`src/rtl/run_controller.sv`:
```
// Run-control sequencer: owns the instruction phase counter and the PC/IR/AC
// clock enable, and handles run/stop/step, HLT, PC breakpoints and retired counts.
//
// state  | meaning
// -------+---------------------------------------------------------------
// IDLE   | stopped at an instruction boundary (or breakpoint), phase held
// RUN    | free-running, phase advances every cycle
// STEP   | executing up to the next instruction boundary, then IDLE
// HALTED | HLT seen at phase 4, phase parked at 5 until run/step/stop
module run_controller #(
  parameter int AW       = 5,
  parameter int CW       = 16,
  parameter int AUTO_RUN = 0
) (
  input  logic          clk,
  input  logic          rst,
  input  logic          run,
  input  logic          stop,
  input  logic          step,
  input  logic          halt,
  input  logic          bp_en,
  input  logic [AW-1:0] bp_addr,
  input  logic [AW-1:0] pc_addr,
  output logic [2:0]    phase,
  output logic          cpu_en,
  output logic [1:0]    state,
  output logic          halted,
  output logic          bp_hit,
  output logic [CW-1:0] instr_cnt
);

  localparam logic [1:0] S_IDLE   = 2'b00;
  localparam logic [1:0] S_RUN    = 2'b01;
  localparam logic [1:0] S_STEP   = 2'b10;
  localparam logic [1:0] S_HALTED = 2'b11;
  localparam logic [1:0] S_RESET  = (AUTO_RUN != 0) ? S_RUN : S_IDLE;

  logic          stop_pend;
  logic          bp_skip;
  logic [1:0]    state_nxt;
  logic          stop_pend_nxt;
  logic          bp_skip_nxt;
  logic          bp_hit_nxt;
  logic          advance;
  logic          boundary;
  logic          halt_now;
  logic          bp_now;

  assign cpu_en   = (state == S_RUN) || (state == S_STEP);
  assign halted   = (state == S_HALTED);
  assign boundary = cpu_en && (phase == 3'd7);
  assign halt_now = cpu_en && halt && (phase == 3'd4);
  // bp_skip lets a resume step past the breakpoint it just stopped on
  assign bp_now   = (state == S_RUN) && bp_en && (pc_addr == bp_addr) &&
                    (phase == 3'd0) && !bp_skip;

  always_comb begin
    state_nxt     = state;
    stop_pend_nxt = stop_pend;
    bp_skip_nxt   = bp_skip;
    bp_hit_nxt    = bp_hit;
    advance       = cpu_en;
    case (state)
      S_IDLE, S_HALTED: begin
        if (run) begin
          state_nxt   = S_RUN;
          bp_skip_nxt = 1'b1;
          bp_hit_nxt  = 1'b0;
        end else if (step) begin
          state_nxt   = S_STEP;
          bp_skip_nxt = 1'b1;
          bp_hit_nxt  = 1'b0;
        end else if (stop && (state == S_HALTED)) begin
          state_nxt = S_IDLE;
        end
      end
      default: begin
        if (phase == 3'd0) bp_skip_nxt = 1'b0;
        if (stop) stop_pend_nxt = 1'b1;
        if (halt_now) begin
          state_nxt = S_HALTED;
        end else if (boundary && ((state == S_STEP) || stop_pend || stop)) begin
          state_nxt     = S_IDLE;
          stop_pend_nxt = 1'b0;
        end else if (bp_now) begin
          state_nxt  = S_IDLE;
          bp_hit_nxt = 1'b1;
          advance    = 1'b0;
        end
      end
    endcase
  end

  always_ff @(posedge clk or negedge rst) begin
    if (!rst) begin
      state     <= S_RESET;
      phase     <= 3'd0;
      stop_pend <= 1'b0;
      bp_skip   <= 1'b1;
      bp_hit    <= 1'b0;
      instr_cnt <= '0;
    end else begin
      state     <= state_nxt;
      stop_pend <= stop_pend_nxt;
      bp_skip   <= bp_skip_nxt;
      bp_hit    <= bp_hit_nxt;
      if (advance) phase <= phase + 3'd1;
      if (boundary) instr_cnt <= instr_cnt + {{(CW-1){1'b0}}, 1'b1};
    end
  end

endmodule

```
`config.mk`:
```
export PLATFORM = sky130hd
export DESIGN_NAME = run_controller
export DESIGN_NICKNAME = d
export VERILOG_FILES = /design/src/rtl/run_controller.sv
export SDC_FILE = /design/constraint.sdc
export NUM_CORES = 1
export LEC_CHECK = 0
export ABC_AREA = 1
export BUFFER_PORTS_ARGS = -buffer_cell sky130_fd_sc_hd__clkbuf_2
export CORE_ASPECT_RATIO = 2
export CORE_MARGIN = 3
export CORE_UTILIZATION = 30
export DETAILED_ROUTE_END_ITERATION = 6
export PLACE_DENSITY = 0.62
export SLEW_MARGIN = 30
export SYNTH_ARGS = -nofsm -noshare
export SYNTH_HDL_FRONTEND = slang
export SYNTH_SLANG_ARGS = --single-unit
```
`constraint.sdc`:
```
create_clock -name clk -period 2.3 [get_ports clk]
set_input_delay 0.345 -clock clk [delete_from_list [all_inputs] [get_ports clk]]
set_output_delay 0.345 -clock clk [all_outputs]
set_load 0.005 [all_outputs]
```
# Word level (Yosys, flattened, before mapping)
# Cells that the tools add are included.
[op_classes]
n_addsub = 2
magnitude_cmp = 0
eq_ne = 10
n_div = 0
n_shift = 0
multipliers = 0
mux = 24
reduce_logical = 22
bitwise_logic = 0
[op_table]
columns = ["op", "count"]
rows = [
  ["$mux W1", 17],
  ["$add A16 B1 Y16 const B", 1],
  ["$mux W2", 7],
  ["$logic_and A1 B1 Y1", 9],
  ["$eq A3 B3 Y1 const B", 2],
  ["$eq A5 B5 Y1", 1],
  ["$eq A2 B2 Y1 const B", 2],
  ["$ne A2 B1 Y1 const B", 2],
  ["$ne A4 B4 Y1 const B", 1],
  ["$reduce_and A2 Y1", 2],
  ["$reduce_and A4 Y1", 1],
  ["$reduce_bool A2 Y1", 2],
  ["$reduce_bool A4 Y1", 1],
  ["$add A3 B1 Y3 const B", 1],
  ["$logic_not A3 Y1", 1],
  ["$logic_or A1 B1 Y1", 3],
  ["$ne A3 B3 Y1 const B", 1],
  ["$eq A2 B1 Y1 const B", 1],
  ["$logic_not A2 Y1", 1],
  ["$reduce_or A2 Y1", 1],
  ["$logic_not A1 Y1", 1],
]
[word_totals]
mem_bits_ro = 0
ram_bits = 0
n_memories = 0
inputBits = 17
register_bits = 24
elab_cells = 64
latchBits = 0

# Logic depth before layout (Yosys ltp)
[logic_depth]
word_depth = 9
mapped_depth = 11

# Least setup slack after synthesis
# No wires, ideal clock.
[synth_path]
path_kind = "register to register"
start = "reg state[0]"
end = "reg instr_cnt[11]"
arrival_time_ns = 1.613
stages_incl_launch_ff = 11
path_slack_ns = 0.566
n_path_buf = 0
synth_period_minus_slack_ns = 1.734
cell_sequence = "dfrtp_1 > inv_1 > ha_1 > nand2_2 > inv_2 > nand3_2 > nor2_4 > nand2_2 > nor2_4 > nand2_1 > xor2_1"
[synth_between]
elab_chain_len = 3
word_cells_on_any_way = 4
classes_between = "eq/ne: 2; reduce/logical: 2"
[synth_lines]
columns = ["element", "line", "source"]
rows = [
  ["start: declaration", "26", "output logic [1:0] state,"],
  ["start signal: assignment", "103", "state <= state_nxt;"],
  ["$eq A2 B1 Y1 / $eq A2 B2 Y1 (equally long branches)", "49", "assign cpu_en = (state == S_RUN) || (state == S_STEP);"],
  ["$logic_or A1 B1 Y1 (*)", "49", ""],
  ["named net cpu_en", "25", "output logic cpu_en,"],
  ["$logic_and A1 B1 Y1 (*)", "51", "assign boundary = cpu_en && (phase == 3'd7);"],
  ["end signal: assignment", "108", "if (boundary) instr_cnt <= instr_cnt + {{(CW-1){1'b0}}, 1'b1};"],
  ["end: declaration", "29", "output logic [CW-1:0] instr_cnt"],
]
# Mark *: on every way through the listed nets, which the timed path passes. The rest lies on a longest branch.
# A chain may end at the register's enable or synchronous reset.

# Worst setup path in the final report
[layout_path]
start = "reg state[1]"
end = "reg instr_cnt[14]"
[layout_between]
elab_chain_len = 3
word_cells_on_any_way = 4
classes_between = "eq/ne: 2; reduce/logical: 2"
[layout_lines]
columns = ["element", "line"]
rows = [
  ["$eq A2 B1 Y1 / $eq A2 B2 Y1 (equally long branches)", "49"],
  ["$logic_or A1 B1 Y1 (*)", "49"],
  ["$logic_and A1 B1 Y1 (*)", "51"],
]
# Every way passes the cells marked *; elsewhere a longest branch is shown, timed or not.

==> impl_metrics.ini <==
[worst_setup_path]
worst_ep_arrival_time_ns = 2.01
r2r_start = state[1]
regToRegSetupSlack_ns = 0.45
crit_path_end_kind = flip-flop
cp_slowest_cell = dfrtp_1
required_ns = 2.46
rr_worst_depth = 11
worstSetupStartpointType = flip-flop
critical_path_class = reg -> reg
crit_family = simple AND/OR/NAND/NOR gates
critPathMaxStageDelay_ns = 0.42
reg2reg_to = instr_cnt[14]
crit_fanout = 5
path_buf_inv = 1
crit_chain = inv_1 > ha_1 > nand2_2 > nor2_4 > nand2_2 > nor3_4 > nand2_2 > nor2_2 > nand2_1 > nand2_1 > nand2_1

[clock_tree]
cts-root-buf = clkbuf_8
cts.sink_count = 24
htreeDepth = 1
cts_setup_buffers = 0
cts_tree = built
clk_latency_ns = 0.26
clk_pin_slew_ns = 0.08
cts_resized = 0
clock_path_buffers = 2
cts_made_buffers = 3
cts_hold_buffers = 0

[timing]
max_slew_margin_pct = 58.4
hold_violations = 0
rsz0062_at_grt = no
min_period_ns = 1.85
skew_ns = 0.00386
setup_viol = 0
slew_viol_final = 0
fmax_mhz = 540
fin_tns_setup_ns = 0
tightest_slew_ns = 0.624
post-route-period-util_pct = 80.5

[synth]
avgSynthCellArea_um2 = 7.86
yosysSeqAreaShare_pct = 42.0
synthCells = 182
syn-num-nets = 207
synth.distinct_cells = 22
synth_warnings = 0
ys_seq_elements = 24
netlist_area_um2 = 1430

[layout]
final_layout_size_suffix_gt1_share_pct = 24.8
final_util_pct = 38.0
multiInputGateArea_um2 = 686
n_antenna_cell = 0
nets = 252
register_area_um2 = 602
nFillCells = 532
syn2layout_area_growth_pct = 22.1

[global_routing]
antenna_found_initial = 0
grt.overflow.total = 0
grt_pass1_vias = 1267
track_usage_pct = 12.0
grt_max_degree = 25
grt_pass1_wl_mm = 5.23

[floorplan]
die_h_um = 104
io_pins = 41
die_w_um = 54.8
coreArea_um2 = 4600
initial_core_util_pct = 31.1
die-area_um2 = 5690
rows = 35

[power_and_ir_drop]
p_leak_uw = 0.000963
ir_drop_mv = 0.596
p_per_area_nw_per_um2 = 756

[route]
vias_per_cell = 4.42
routed_wl_mm = 2.98
via_count = 1241
drc = 0
wl_per_cell_um = 10.6
drtAntennaViolNets = 0
drtPass1Iterations = 2
drtIter0Drc = 8

[status]
status = finished clean

[place]
numPortBuffers = 40
gp_congestion = 0.793
hpwl_mm = 2.51

[run]
cap_violations = 0

[min_path]
worstHoldPathType = in -> async
==> state kept, by name, indices dropped and copies added, names as in the netlist <==
signal and cells:
phase 3, bp_hit 1, state 2, stop_pend 1, bp_skip 1, instr_cnt 16
==> worst register-to-register path, delay by kind of cell, from the launching register on <==
kind | cells | cell delay, ns
fa+ha+maj | 1 | 0.31
buf+inv | 1 | 0.09
simple gates | 9 | 0.92
flops | 1 | 0.42
==> stage by stage <==
step	cell area [um^2]	total power (uW)	std cells	hold slack (ns)	setup WS, ns
after global routing	1750	1460	281	0.129	0.294
after global placement	1700	1090	277	0.389	0.494
after CTS	1750	1360	281	0.101	0.417
after detailed placement	1700	1090	277	0.396	0.428
after floorplan	1430	898	182	0.0494	0.566
final	1750	1320	281	0.0808	0.449
==> where the power goes <==
part	internal, uW	switching [uW]
logic	203	276
registers	508	80.3
clock network	124	131
total	834	487
==> cells in the final DEF, fill, tap and decap left out <==
master and instances:
buf_4 1, o31ai_1 1, inv_1 36, nand3_2 1, o21ai_0 6, inv_2 1
ha_1 8, clkbuf_1 1, nor2_1 8, nor2_2 1, xnor2_1 2, dfrtp_1 23
xor2_1 10, clkbuf_8 3, nand3_1 10, nor3_1 4, o211ai_1 1, a21oi_1 5
nand4_1 5, clkbuf_2 40, nand2_2 4, nor2_4 3, nor3_4 1, nand2_1 50
dfstp_2 1
==> cell families (layout without fill, tap and decap cells) <==
| logic type | after synthesis | count (layout) | synth area share [%] |
|---|---|---|---|
| xor gates and xnor gates | 12 | 12 | 7.34 |
| DFF | 24 | 24 | 42.0 |
| adders and majority gates | 8 | 8 | 6.99 |
| buffers and inverters | 38 | 82 | 10.1 |
| and+or+nand+nor | 87 | 87 | 28.7 |
| AOI/OAI and AO/OA | 13 | 13 | 4.90 |
==> worst max path at each step <==
stage               startpoint       endpoint  slack [ns]  depth (start not counted)
global route          state[1]  instr_cnt[13]        0.29                         11
finish                state[1]  instr_cnt[14]        0.45                         11
floorplan             state[0]  instr_cnt[11]        0.57                         10
CTS                   state[1]  instr_cnt[14]        0.42                         11
global placement      state[0]  instr_cnt[14]        0.49                         11
detailed placement    state[1]  instr_cnt[14]        0.43                         11
==> layout make-up <==
type / instances / area share (%)
Sequential cell: 24 / 34.4
Inverter: 37 / 7.95
Clock buffer: 4 / 2.58
Timing Repair Buffer: 41 / 11.9
Tap cell: 55 / 3.94
Multi-Input combinational cell: 120 / 39.2
==> metal layers <==
layer / global-route usage [%] / vias to the layer above / share of wire (%)
met1: 11.8 / 569 / 35
met2: 23.3 / 23 / 60
met3: 1.44 / 2 / 4.5
met4: 3.74 / 0 / 0.84
li1: - / 647 / -
met5: 0 / - / 0
==> cells in the mapped netlist <==
cell      instances  area share, %
a21oi_1           5            1.7
buf_2             1           0.35
dfrtp_1          23             40
dfstp_2           1            1.8
ha_1              8            7.0
inv_1            36            9.4
inv_2             1           0.26
nand2_1          50             13
nand2_2           4            1.7
nand3_1          10            3.5
nand3_2           1           0.70
nand4_1           5            2.2
nor2_1            8            2.1
nor2_2            1           0.44
nor2_4            3            2.4
nor3_1            4            1.4
nor3_4            1            1.1
o211ai_1          1           0.52
o21ai_0           6            2.1
o31ai_1           1           0.52
xnor2_1           2            1.2
xor2_1           10            6.1
(Power assumes the default switching activity.)
